`src/rtl/frog_motion_if.sv`:
```
// Bundles the frame tick, buttons, hazard input and sprite-facing outputs of frog_motion.
// The master modport drives stimulus, and frog_motion sits on the slave side.
interface frog_motion_if;
    logic       frame_tick;
    logic       btn_up;
    logic       btn_down;
    logic       btn_left;
    logic       btn_right;
    logic       kill;
    logic [9:0] frog_x;
    logic [9:0] frog_y;
    logic [1:0] facing;
    logic       hopping;
    logic       dead;
    logic       hop_done;
    logic       fwd_hop;

    modport master (
        output frame_tick, btn_up, btn_down, btn_left, btn_right, kill,
        input  frog_x, frog_y, facing, hopping, dead, hop_done, fwd_hop
    );

    modport slave (
        input  frame_tick, btn_up, btn_down, btn_left, btn_right, kill,
        output frog_x, frog_y, facing, hopping, dead, hop_done, fwd_hop
    );
endinterface

```
`src/rtl/frog_motion.sv`:
```
// Frog movement controller: button edges become animated grid hops, with death hold and respawn.
// Define FROG_HOP_QUEUE_EN to buffer one button edge that arrives while a hop is running.
module frog_motion #(
    parameter int GRID        = 32,
    parameter int HOP_FRAMES  = 8,
    parameter int FIELD_W     = 640,
    parameter int FIELD_H     = 480,
    parameter int START_X     = 304,
    parameter int START_Y     = 448,
    parameter int DEAD_FRAMES = 30
) (
    input  logic          clk,
    input  logic          rst_n,
    frog_motion_if.slave  bus
);
    typedef enum logic [1:0] {S_IDLE, S_HOP, S_DEAD} state_e;
    typedef enum logic [1:0] {DIR_UP = 2'b00, DIR_DOWN = 2'b01, DIR_LEFT = 2'b10, DIR_RIGHT = 2'b11} dir_e;

    localparam int          CW      = $clog2(HOP_FRAMES + 1);
    localparam int          DW      = $clog2(DEAD_FRAMES + 1);
    localparam logic [9:0]  STEP_V  = 10'(GRID / HOP_FRAMES);
    localparam logic [10:0] GRID_W  = 11'(GRID);
    localparam logic [10:0] X_LIM   = 11'(FIELD_W - GRID);
    localparam logic [10:0] Y_LIM   = 11'(FIELD_H - GRID);

    state_e          state_q, state_d;
    dir_e            facing_q, facing_d, hop_dir_q, hop_dir_d, pend_dir_q, pend_dir_d;
    logic            pend_vld_q, pend_vld_d;
    logic [9:0]      x_q, x_d, y_q, y_d;
    logic [CW-1:0]   cnt_q, cnt_d;
    logic [DW-1:0]   dcnt_q, dcnt_d;
    logic [3:0]      btn_prev_q;
    logic            hopping_q, hopping_d, dead_q, dead_d;
    logic            hop_done_q, hop_done_d, fwd_hop_q, fwd_hop_d;
`ifdef FROG_HOP_QUEUE_EN
    dir_e            q_dir_q, q_dir_d;
    logic            q_vld_q, q_vld_d;
`endif

    logic [3:0] btn_now, rise;
    logic       edge_vld, in_bounds;
    dir_e       edge_dir;

    assign btn_now  = {bus.btn_up, bus.btn_down, bus.btn_left, bus.btn_right};
    assign rise     = btn_now & ~btn_prev_q;
    assign edge_vld = |rise;

    // Simultaneous edges resolve up > down > left > right.
    always_comb begin
        edge_dir = DIR_RIGHT;
        if (rise[3])      edge_dir = DIR_UP;
        else if (rise[2]) edge_dir = DIR_DOWN;
        else if (rise[1]) edge_dir = DIR_LEFT;
    end

    always_comb begin
        in_bounds = 1'b0;
        case (pend_dir_q)
            DIR_UP:    in_bounds = {1'b0, y_q} >= GRID_W;
            DIR_DOWN:  in_bounds = {1'b0, y_q} + GRID_W <= Y_LIM;
            DIR_LEFT:  in_bounds = {1'b0, x_q} >= GRID_W;
            DIR_RIGHT: in_bounds = {1'b0, x_q} + GRID_W <= X_LIM;
            default:   in_bounds = 1'b0;
        endcase
    end

    // NOTE: every signal written here gets a default first, so no path can leave one unassigned and infer a latch.
    always_comb begin
        state_d    = state_q;
        facing_d   = facing_q;
        hop_dir_d  = hop_dir_q;
        pend_dir_d = pend_dir_q;
        pend_vld_d = pend_vld_q;
        x_d        = x_q;
        y_d        = y_q;
        cnt_d      = cnt_q;
        dcnt_d     = dcnt_q;
        hop_done_d = 1'b0;
        fwd_hop_d  = 1'b0;
`ifdef FROG_HOP_QUEUE_EN
        q_dir_d    = q_dir_q;
        q_vld_d    = q_vld_q;
`endif
        case (state_q)
            S_IDLE: begin
                if (bus.frame_tick && pend_vld_q) begin
                    facing_d   = pend_dir_q;
                    pend_vld_d = 1'b0;
                    if (in_bounds) begin
                        state_d   = S_HOP;
                        hop_dir_d = pend_dir_q;
                        cnt_d     = CW'(HOP_FRAMES);
                    end
                end
                if (edge_vld) begin
                    pend_vld_d = 1'b1;
                    pend_dir_d = edge_dir;
                end
            end
            S_HOP: begin
`ifdef FROG_HOP_QUEUE_EN
                if (edge_vld) begin
                    q_vld_d = 1'b1;
                    q_dir_d = edge_dir;
                end
`endif
                if (bus.frame_tick) begin
                    case (hop_dir_q)
                        DIR_UP:    y_d = y_q - STEP_V;
                        DIR_DOWN:  y_d = y_q + STEP_V;
                        DIR_LEFT:  x_d = x_q - STEP_V;
                        default:   x_d = x_q + STEP_V;
                    endcase
                    cnt_d = cnt_q - CW'(1);
                    if (cnt_q == CW'(1)) begin
                        state_d    = S_IDLE;
                        hop_done_d = 1'b1;
                        fwd_hop_d  = (hop_dir_q == DIR_UP);
`ifdef FROG_HOP_QUEUE_EN
                        pend_vld_d = q_vld_q || edge_vld;
                        pend_dir_d = edge_vld ? edge_dir : q_dir_q;
                        q_vld_d    = 1'b0;
`endif
                    end
                end
            end
            S_DEAD: begin
                if (bus.frame_tick) begin
                    dcnt_d = dcnt_q - DW'(1);
                    if (dcnt_q == DW'(1)) begin
                        state_d  = S_IDLE;
                        x_d      = 10'(START_X);
                        y_d      = 10'(START_Y);
                        facing_d = DIR_UP;
                    end
                end
            end
            default: state_d = S_IDLE;
        endcase

        // Kill outranks everything, including a completing tick: position and facing freeze.
        if (bus.kill && state_q != S_DEAD) begin
            state_d    = S_DEAD;
            dcnt_d     = DW'(DEAD_FRAMES);
            pend_vld_d = 1'b0;
            facing_d   = facing_q;
            x_d        = x_q;
            y_d        = y_q;
            hop_done_d = 1'b0;
            fwd_hop_d  = 1'b0;
`ifdef FROG_HOP_QUEUE_EN
            q_vld_d    = 1'b0;
`endif
        end

        hopping_d = (state_d == S_HOP);
        dead_d    = (state_d == S_DEAD);
    end

    // NOTE: sequential state uses non-blocking assignments so every flop samples pre-edge values.
    always_ff @(posedge clk or negedge rst_n) begin
        if (!rst_n) begin
            state_q    <= S_IDLE;
            facing_q   <= DIR_UP;
            hop_dir_q  <= DIR_UP;
            pend_dir_q <= DIR_UP;
            pend_vld_q <= 1'b0;
            x_q        <= 10'(START_X);
            y_q        <= 10'(START_Y);
            cnt_q      <= '0;
            dcnt_q     <= '0;
            btn_prev_q <= '0;
            hopping_q  <= 1'b0;
            dead_q     <= 1'b0;
            hop_done_q <= 1'b0;
            fwd_hop_q  <= 1'b0;
        end else begin
            state_q    <= state_d;
            facing_q   <= facing_d;
            hop_dir_q  <= hop_dir_d;
            pend_dir_q <= pend_dir_d;
            pend_vld_q <= pend_vld_d;
            x_q        <= x_d;
            y_q        <= y_d;
            cnt_q      <= cnt_d;
            dcnt_q     <= dcnt_d;
            btn_prev_q <= btn_now;
            hopping_q  <= hopping_d;
            dead_q     <= dead_d;
            hop_done_q <= hop_done_d;
            fwd_hop_q  <= fwd_hop_d;
        end
    end

`ifdef FROG_HOP_QUEUE_EN
    always_ff @(posedge clk or negedge rst_n) begin
        if (!rst_n) begin
            q_dir_q <= DIR_UP;
            q_vld_q <= 1'b0;
        end else begin
            q_dir_q <= q_dir_d;
            q_vld_q <= q_vld_d;
        end
    end
`endif

    assign bus.frog_x   = x_q;
    assign bus.frog_y   = y_q;
    assign bus.facing   = facing_q;
    assign bus.hopping  = hopping_q;
    assign bus.dead     = dead_q;
    assign bus.hop_done = hop_done_q;
    assign bus.fwd_hop  = fwd_hop_q;
endmodule

```
`src/flat_wrapper.sv`:
```
// flat-port wrapper written by rule: the top's interface ports become plain ports
module frog_motion_flat 
#(
    parameter int GRID        = 32,
    parameter int HOP_FRAMES  = 8,
    parameter int FIELD_W     = 640,
    parameter int FIELD_H     = 480,
    parameter int START_X     = 304,
    parameter int START_Y     = 448,
    parameter int DEAD_FRAMES = 30
)
  (clk, rst_n, bus_frame_tick, bus_btn_up, bus_btn_down, bus_btn_left, bus_btn_right, bus_kill, bus_frog_x, bus_frog_y, bus_facing, bus_hopping, bus_dead, bus_hop_done, bus_fwd_hop);
  frog_motion_if bus_i ();
  input  logic clk;
  input  logic rst_n;
  input wire logic [$bits(bus_i.frame_tick)-1:0] bus_frame_tick;
  input wire logic [$bits(bus_i.btn_up)-1:0] bus_btn_up;
  input wire logic [$bits(bus_i.btn_down)-1:0] bus_btn_down;
  input wire logic [$bits(bus_i.btn_left)-1:0] bus_btn_left;
  input wire logic [$bits(bus_i.btn_right)-1:0] bus_btn_right;
  input wire logic [$bits(bus_i.kill)-1:0] bus_kill;
  output wire logic [$bits(bus_i.frog_x)-1:0] bus_frog_x;
  output wire logic [$bits(bus_i.frog_y)-1:0] bus_frog_y;
  output wire logic [$bits(bus_i.facing)-1:0] bus_facing;
  output wire logic [$bits(bus_i.hopping)-1:0] bus_hopping;
  output wire logic [$bits(bus_i.dead)-1:0] bus_dead;
  output wire logic [$bits(bus_i.hop_done)-1:0] bus_hop_done;
  output wire logic [$bits(bus_i.fwd_hop)-1:0] bus_fwd_hop;
  assign bus_i.frame_tick = bus_frame_tick;
  assign bus_i.btn_up = bus_btn_up;
  assign bus_i.btn_down = bus_btn_down;
  assign bus_i.btn_left = bus_btn_left;
  assign bus_i.btn_right = bus_btn_right;
  assign bus_i.kill = bus_kill;
  assign bus_frog_x = bus_i.frog_x;
  assign bus_frog_y = bus_i.frog_y;
  assign bus_facing = bus_i.facing;
  assign bus_hopping = bus_i.hopping;
  assign bus_dead = bus_i.dead;
  assign bus_hop_done = bus_i.hop_done;
  assign bus_fwd_hop = bus_i.fwd_hop;
  frog_motion #(.GRID(GRID), .HOP_FRAMES(HOP_FRAMES), .FIELD_W(FIELD_W), .FIELD_H(FIELD_H), .START_X(START_X), .START_Y(START_Y), .DEAD_FRAMES(DEAD_FRAMES)) u_core (.clk(clk), .rst_n(rst_n), .bus(bus_i));
endmodule
```
`config.mk`:
```
export PLATFORM = sky130hd
export DESIGN_NAME = frog_motion_flat
export DESIGN_NICKNAME = d
export VERILOG_FILES = /design/src/rtl/frog_motion_if.sv /design/src/rtl/frog_motion.sv /design/src/flat_wrapper.sv
export SDC_FILE = /design/constraint.sdc
export NUM_CORES = 1
export LEC_CHECK = 0
export CAP_MARGIN = 5
export CORE_MARGIN = 5
export CORE_UTILIZATION = 40
export CTS_BUF_LIST = sky130_fd_sc_hd__clkbuf_2 sky130_fd_sc_hd__clkbuf_4 sky130_fd_sc_hd__clkbuf_8
export DETAILED_ROUTE_END_ITERATION = 12
export PLACE_DENSITY = 0.61
export RECOVER_POWER = 100
export SETUP_SLACK_MARGIN = 0.02
export SLEW_MARGIN = 25
export SYNTH_ARGS = -nofsm -noshare
export SYNTH_HDL_FRONTEND = slang
export SYNTH_SLANG_ARGS = --single-unit
```
`constraint.sdc`:
```
create_clock -name clk -period 6.4 [get_ports clk]
set_clock_uncertainty 0.1 [all_clocks]
set_input_delay 0.64 -clock clk [delete_from_list [all_inputs] [get_ports clk]]
set_output_delay 0.64 -clock clk [all_outputs]
set_load 0.01 [all_outputs]
```
# After elaboration in Yosys (flattened, before gate mapping)
# Index checks and enable logic that the tools add are counted.
[word_totals] regBits=46 in_bits=8
[op_classes] magnitude_cmp=4 eq_ne=19 bitwise_logic=3 mux=45 addsub=8 n_reduce_logical=22
[ops] op="case mux 10 bit (2 select lines)" count=4
[ops] op="two-way mux 10 bit" count=6
[ops] op="two-way mux 2 bit" count=12
[ops] op="adder 10 x 6 -> 11 bit (second input constant)" count=2
[ops] op="adder 10 x 3 -> 10 bit (second input constant)" count=2
[ops] op=">= comparator 10 x 6 -> 1 bit (second input constant)" count=2
[ops] op="subtractor 10 x 3 -> 10 bit (second input constant)" count=2
[ops] op="two-way mux 5 bit" count=3
[ops] op="two-way mux 1 bit" count=13
[ops] op="two-way mux 4 bit" count=3
[ops] op="AND reduction 6 bit" count=2
[ops] op="nonzero test 2 bit" count=6
[ops] op="less-or-equal comparator 11 x 10 -> 1 bit (second input constant)" count=1
[ops] op="less-or-equal comparator 11 x 9 -> 1 bit (second input constant)" count=1
[ops] op="equality test 2 bit (second input constant)" count=5
[ops] op="equality test 2 x 1 -> 1 bit (second input constant)" count=4
[ops] op="inequality test 2 bit (second input constant)" count=4
[ops] op="case mux 4 bit (2 select lines)" count=1
[ops] op="zero test 2 bit" count=3
[ops] op="inequality test 2 x 1 -> 1 bit (second input constant)" count=3
[ops] op="case mux 2 bit (3 select lines)" count=1
[ops] op="AND reduction 2 bit" count=3
[ops] op="equality test 5 x 1 -> 1 bit (second input constant)" count=1
[ops] op="AND reduction 5 bit" count=1
[ops] op="15 further kinds" count=16

# Longest topological paths before layout
[logic_depth] word_depth=8 depth_mapped=9 mapped_depth_nobuf=9

# Worst setup path before layout
# No wires, ideal clock.
[synth_path] path_type="register to register" from="reg u_core.hop_dir_q[1]" to="reg u_core.y_q[9], in the netlist u_core.bus.frog_y[9]" arrival_time_ns=2.204 path_slack_ns=4.028 period_less_slack_ns=2.372 setup_time_ns=0.068 stages_incl_launch_ff=10 path_cell_list="dfrtp_1 > nor2b_1 > inv_1 > ha_1 > a21oi_1 > o211ai_1 > a2111oi_0 > o21ai_0 > a211o_1 > nand3_1"
[synth_via] elab_chain_cells=4
[synth_rtl] element="start: declaration" line_no="frog_motion.sv:27" text="dir_e facing_q, facing_d, hop_dir_q, hop_dir_d, pend_dir_q, pend_dir_d;"
[synth_rtl] element="start signal: assignment" line_no="frog_motion.sv:180" text="hop_dir_q <= hop_dir_d;"
[synth_rtl] element="equality test 2 x 1 -> 1 bit or zero test 2 bit (tied branches)" line_no="frog_motion.sv:108" text="case (hop_dir_q)"
[synth_rtl] element="case mux 10 bit (2 select lines)" line_no="frog_motion.sv:108"
[synth_rtl] element="two-way mux 10 bit" line_no="frog_motion.sv:107" text="if (bus.frame_tick) begin"
[synth_rtl] element="case mux 10 bit (2 select lines)" line_no="frog_motion.sv:84" text="case (state_q)"
[synth_rtl] element="end signal: assignment" line_no="frog_motion.sv:169" text="y_q <= 10'(START_Y);"
[synth_rtl] element="end signal: assignment" line_no="frog_motion.sv:184" text="y_q <= y_d;"
[synth_rtl] element="end: declaration" line_no="frog_motion.sv:29" text="logic [9:0] x_q, x_d, y_q, y_d;"
# Several ways; a longest one is shown, not always the timed one. The select of a mux whose other input is x is not followed.
# A chain may end at the register's enable or synchronous reset.

# Worst setup path in the final report
[layout_path] from="reg u_core.x_q[5], in the netlist u_core.bus.frog_x[5]" to="reg u_core.dead_q, in the netlist u_core.bus.dead"
[layout_via] elab_chain_cells=8
[layout_rtl] element="start: declaration" line_no="frog_motion.sv:29"
[layout_rtl] element="start signal: assignment" line_no="frog_motion.sv:168" text="x_q <= 10'(START_X);"
[layout_rtl] element="adder 10 x 6 -> 11 bit" line_no="frog_motion.sv:62" text="DIR_RIGHT: in_bounds = {1'b0, x_q} + GRID_W <= X_LIM;"
[layout_rtl] element="less-or-equal comparator 11 x 10 -> 1 bit" line_no="frog_motion.sv:62"
[layout_rtl] element="case mux 1 bit (4 select lines) *" line_no="frog_motion.sv:58" text="case (pend_dir_q)"
[layout_rtl] element="two-way mux 2 bit *" line_no="frog_motion.sv:89" text="if (in_bounds) begin"
[layout_rtl] element="two-way mux 2 bit *" line_no="frog_motion.sv:86" text="if (bus.frame_tick && pend_vld_q) begin"
[layout_rtl] element="case mux 2 bit (3 select lines) *" line_no="frog_motion.sv:84"
[layout_rtl] element="two-way mux 2 bit *" line_no="frog_motion.sv:142" text="if (bus.kill && state_q != S_DEAD) begin"
[layout_rtl] element="equality test 2 bit *" line_no="frog_motion.sv:157" text="dead_d = (state_d == S_DEAD);"
[layout_rtl] element="net u_core.dead_d" line_no="frog_motion.sv:33" text="logic hopping_q, hopping_d, dead_q, dead_d;"
[layout_rtl] element="end signal: assignment" line_no="frog_motion.sv:174" text="dead_q <= 1'b0;"
[layout_rtl] element="end signal: assignment" line_no="frog_motion.sv:189" text="dead_q <= dead_d;"
[layout_rtl] element="end: declaration" line_no="frog_motion.sv:33"
# Mark *: on every way through the listed nets, which the timed path passes. The rest lies on a longest branch.

==> results.md <==
STA:
- Derived from the worst setup path, the maximum achievable clock frequency is 291 MHz.
- The share of the clock period used by the worst path is 53.8%.
- The final worst setup slack is 2.96 ns.
- Setup repair after global routing left no endpoint under its margin.
- After layout, the minimum clock period comes to 3.44 ns.
- The transition time of the tightest slew-check pin is 2.33 ns.
- The relative max-transition margin is -55.0%.
- Setup violations remaining at the end of the flow were counted as 0.
- The final-report max-slew violation count is 43.
- For the final routed database, the setup TNS stands at 0 ns.
- The count of final hold-check violations was 0.

CTS:
- In this run the post-CTS setup repair buffer count came out at 0.
- The later pin in the worst-skew pair is clocked with a latency of 0.30 ns.
- The H-tree was split into 2 levels.
- Gates resized during post-CTS repair numbered 0.
- In this run, CTS created clock tree buffers numbering 5.
- TritonCTS built the clock tree.
- The clock passes through at most 2 buffers.
- After clock tree synthesis, the clock-pin slew on the worst setup and hold paths is 0.09 ns.
- The number of hold buffers added after cts is 0.
- For this design, the sink count on the clock tree is 42.
- The library cell used as clock root buffer is sky130_fd_sc_hd__clkbuf_8.

Critical path:
- Among all stages on the critical path, the largest delay is contributed by sky130_fd_sc_hd__a211oi_1.
- The worst setup path is launched from a flop.
- The cell family contributing the most delay on the critical path is compound AO/OA/AOI/OAI gates.
- The arrival time reported for the critical path endpoint is 3.54 ns.
- The sum of buffers and inverters on the critical path is 1.
- The peak fanout along the critical path is 11.
- For this run, the slowest stage of the critical path takes 1.16 ns.
- Walking the worst path, the cells encountered are inv_1, ha_1, o311ai_0, nand4_1, a211oi_1, nand3_1, and3_1.
- The type of the worst setup path is reg2reg.
- STA puts the critical path data required time at 6.50 ns.
- STA classifies the critical path endpoint as a flop.

Drt:
- The number of remaining DRC errors is 0.
- The number of nets with antenna violations after routing is 0.
- For this block, the via count after detailed routing is 2328.
- In the final routed layout, each cell accounts on average for 14.3 um.
- The routed design has 6260 um of wire.
- The first TritonRoute pass finished after 4 iterations.
- The mean number of vias per cell is 5.33.
- In this run, the number of DRC markers left after iteration 0 of detailed routing was 96.

Floorplanning:
- The die is 95.0 um wide.
- In this run the count of I/O pins placed on the die edge is 34.
- The effective utilization at floorplan is 40.5%.
- The number of core rows is 31.
- The placeable core region is 7140 sq um.
- The die boundary height is 95.0 um.
- The die covers 9030 sq um.

Power and ir drop:
- Cell internal power was estimated by the tool at 894 uW.
- The clock group share of total power is 13.0%.
- Net switching is 44.9% of the power.
- The power density of the placed cells is 489 nW/um^2.
- The power share of the combinational group is 55.6%.
- The total net switching power is 727 uW.
- IR analysis of the VDD net gives a maximum drop of 0.148 mV.
- In this run, flip-flops and latches consume 31.4% of the power.
- Overall power consumption after layout is estimated at 1620 uW.
- In this run the static leakage power is 0.00144 uW.

Layout:
- Across the whole layout, storage elements account for 1060 sq um.
- The antenna diode count is 0.
- The synthesis-to-layout area growth is 14.5%.
- After filler insertion, the fill cell instance count of the layout stands at 730.
- The final cell count without fillers is 437.
- The final layout contains 372 nets.
- The most frequent standard cell in the layout excluding fill and tap cells is sky130_fd_sc_hd__dfrtp_1.
- The final design instance area without fill is 3310 sq um.
- The ratio of cells with drive above 1 in the final layout is 6.21%.
- The top cell types in the final layout, fill and taps aside, are sky130_fd_sc_hd__dfrtp_1 (36), sky130_fd_sc_hd__nand2_1 (28), sky130_fd_sc_hd__inv_1 (27), sky130_fd_sc_hd__ha_1 (25), sky130_fd_sc_hd__dlygate4sd3_1 (22).
- Summing all multi-input logic gate instances after layout gives 1630 sq um.

Global routing:
- The first global-routing pass estimated 10600 um of wire.
- The total routing usage reported by global routing is 14.9%.
- The global-route congestion overflow total is 0.
- The number of antenna violations at the first check in global routing is 0.
- Entering global routing, the biggest net connects 43 pins.
- The number of global-route vias before repair came to 2206.

Synthesis:
- Of all cell types, the one taking the most synthesized area is sky130_fd_sc_hd__dfrtp_1.
- The average instance in the mapped netlist occupies 9.29 sq um.
- The number of cells produced by synthesis is 311.
- After synthesis the cells add up to 2890 sq um.
- The register bit count reported by yosys is 42.
- Summed over its instances, the top area cell type makes up 31.2% of the synthesized netlist area.
- Of all flip-flops after synthesis, the portion carrying an async set or reset was 100%.
- The number of distinct standard cells referenced by the synthesized netlist is 59.
- Sorting the synthesized cells by area gives the leading types as sky130_fd_sc_hd__dfrtp_1 (31%), sky130_fd_sc_hd__ha_1 (11%), sky130_fd_sc_hd__dfstp_2 (5.5%), sky130_fd_sc_hd__nand2_1 (3.6%), sky130_fd_sc_hd__inv_1 (3.5%).
- Counting flops with a built-in enable in the synthesized netlist gives 0.
- Summing the sequential cell areas from Yosys gives 36.6% of the chip area.
- The synthesis warning total is 0.
- For this run, the leading register cell type out of synthesis is sky130_fd_sc_hd__dfrtp_1.

Placement:
- The number of placed instances with taps included is 429.
- Buffers placed on the I/O ports in this run total 29.
- The final HPWL from detailed placement is 4540 um.
- The last weighted congestion value of the routability-driven placer is 0.797.
- Prior to clock tree synthesis, the placed netlist has a worst setup slack of 3.36 ns.
- The area after detailed placement is 3220 sq um.

Job:
- The tool flagged a number of max-cap violations equal to 1.

Run status:
- The checks that failed: capacitance limit, slew limit.
- The run finished, with violations left.

Worst hold path:
- In this run the worst hold path is classified as reg2reg.
## synthesized netlist by cell type (all sizes together) (3+ instances only)
| library cell | number |
|---|---|
| dfrtp | 36 |
| o2111ai | 3 |
| o311ai | 3 |
| a211oi | 6 |
| o31ai | 3 |
| o211ai | 4 |
| nand2b | 5 |
| clkbuf | 3 |
| nand4 | 3 |
| mux2 | 5 |
| o21ai | 19 |
| nor3b | 5 |
| buf | 10 |
| or3 | 3 |
| nor2 | 12 |
| nand2 | 29 |
| dfstp | 6 |
| nand3 | 13 |
| and3 | 5 |
| nor4 | 3 |
| a22oi | 3 |
| ha | 25 |
| xor2 | 3 |
| a21o | 4 |
| nor4b | 5 |
| inv | 27 |
| nor2b | 8 |
| xnor2 | 8 |
| a21oi | 16 |
| nor3 | 7 |
## power by group through the flow
stage | clock network, uW | registers (uW) | logic [uW]
global placement | 0 | 518 | 918
CTS | 219 | 513 | 934
finish | 211 | 508 | 901
floorplan | 0 | 502 | 671
detailed placement | 0 | 518 | 930
global route | 231 | 530 | 1020
## worst paths after layout
| kind | cells after the start | slack [ns] | from | to |
|---|---|---|---|---|
| worst max-delay path | 7 | 2.96 | u_core.bus.frog_x[5]$_DFFE_PN1P_ | u_core.bus.dead$_DFF_PN0_ |
| worst min-delay path | 1 | 0.40 | u_core.hop_dir_q[0]$_DFFE_PN0P_ | u_core.bus.fwd_hop$_DFF_PN0_ |
| worst max register to register | 7 | 2.96 | u_core.bus.frog_x[5]$_DFFE_PN1P_ | u_core.bus.dead$_DFF_PN0_ |
| worst min register to register | 1 | 0.40 | u_core.hop_dir_q[0]$_DFFE_PN0P_ | u_core.bus.fwd_hop$_DFF_PN0_ |
| max in group asynchronous | 1 | 3.94 | rst_n | u_core.bus.frog_x[2]$_DFFE_PN0P_ |
| min in group asynchronous | 1 | 0.94 | rst_n | u_core.dcnt_q[1]$_DFFE_PN0P_ |
## worst reg2reg max path, stage by stage (launching register included)
cell and delay [ns]:
sky130_fd_sc_hd__dfstp_1 0.70, sky130_fd_sc_hd__inv_1 0.13, sky130_fd_sc_hd__ha_1 0.30, sky130_fd_sc_hd__o311ai_0 0.30
sky130_fd_sc_hd__nand4_1 0.19, sky130_fd_sc_hd__a211oi_1 1.16, sky130_fd_sc_hd__nand3_1 0.21, sky130_fd_sc_hd__and3_1 0.25
## routing by layer
layer	up-vias	global-route usage, %	share of wire (%)
li1	1168	-	-
met1	1126	19.9	48
met2	27	24.7	49
met3	7	3.03	2.7
met4	0	4.09	1.0
met5	-	0	0
## area by class of cell
| cell class | instances | area share [%] |
|---|---|---|
| Tap cell | 99 | 3.74 |
| Clock buffer | 5 | 2.08 |
| Timing Repair Buffer | 29 | 8.58 |
| Inverter | 27 | 3.06 |
| Multi-Input combinational cell | 232 | 49.4 |
| Sequential cell | 42 | 32.0 |
| Clock inverter | 3 | 1.21 |
## state kept, by name (all words and copies together), names as in the netlist
name / count
u_core.bus.frog_x: 8
u_core.bus.frog_y: 8
u_core.dcnt_q: 5
u_core.btn_prev_q: 4
u_core.cnt_q: 4
u_core.bus.facing: 2
u_core.hop_dir_q: 2
u_core.pend_dir_q: 2
u_core.state_q: 2
u_core.bus.dead: 1
u_core.bus.fwd_hop: 1
u_core.bus.hop_done: 1
u_core.bus.hopping: 1
u_core.pend_vld_q: 1
## per-stage QoR
step           hold slack, ns  utilization [%]
6_report                0.403             46.4
5_1_grt                 0.422             46.4
4_1_cts                 0.414             46.7
3_5_place_dp            0.399             45.1
3_3_place_gp            0.397             45.1
2_1_floorplan           0.244                -
## cell families (layout without fill, tap and decap cells)
logic type                 after synthesis  in the layout  share of synthesized area, %
xor gates and xnor gates                11             11                          3.33
DFF                                     42             42                          36.6
and+or+nand+nor                        103            103                          19.2
other                                    1              4                         0.130
buffers and inverters                   40             64                          6.62
adders and majority gates               27             27                          12.2
AOI/OAI and AO/OA                       81             81                          19.6
muxes                                    6              6                          2.29
Power figures use the tool's default switching activity.
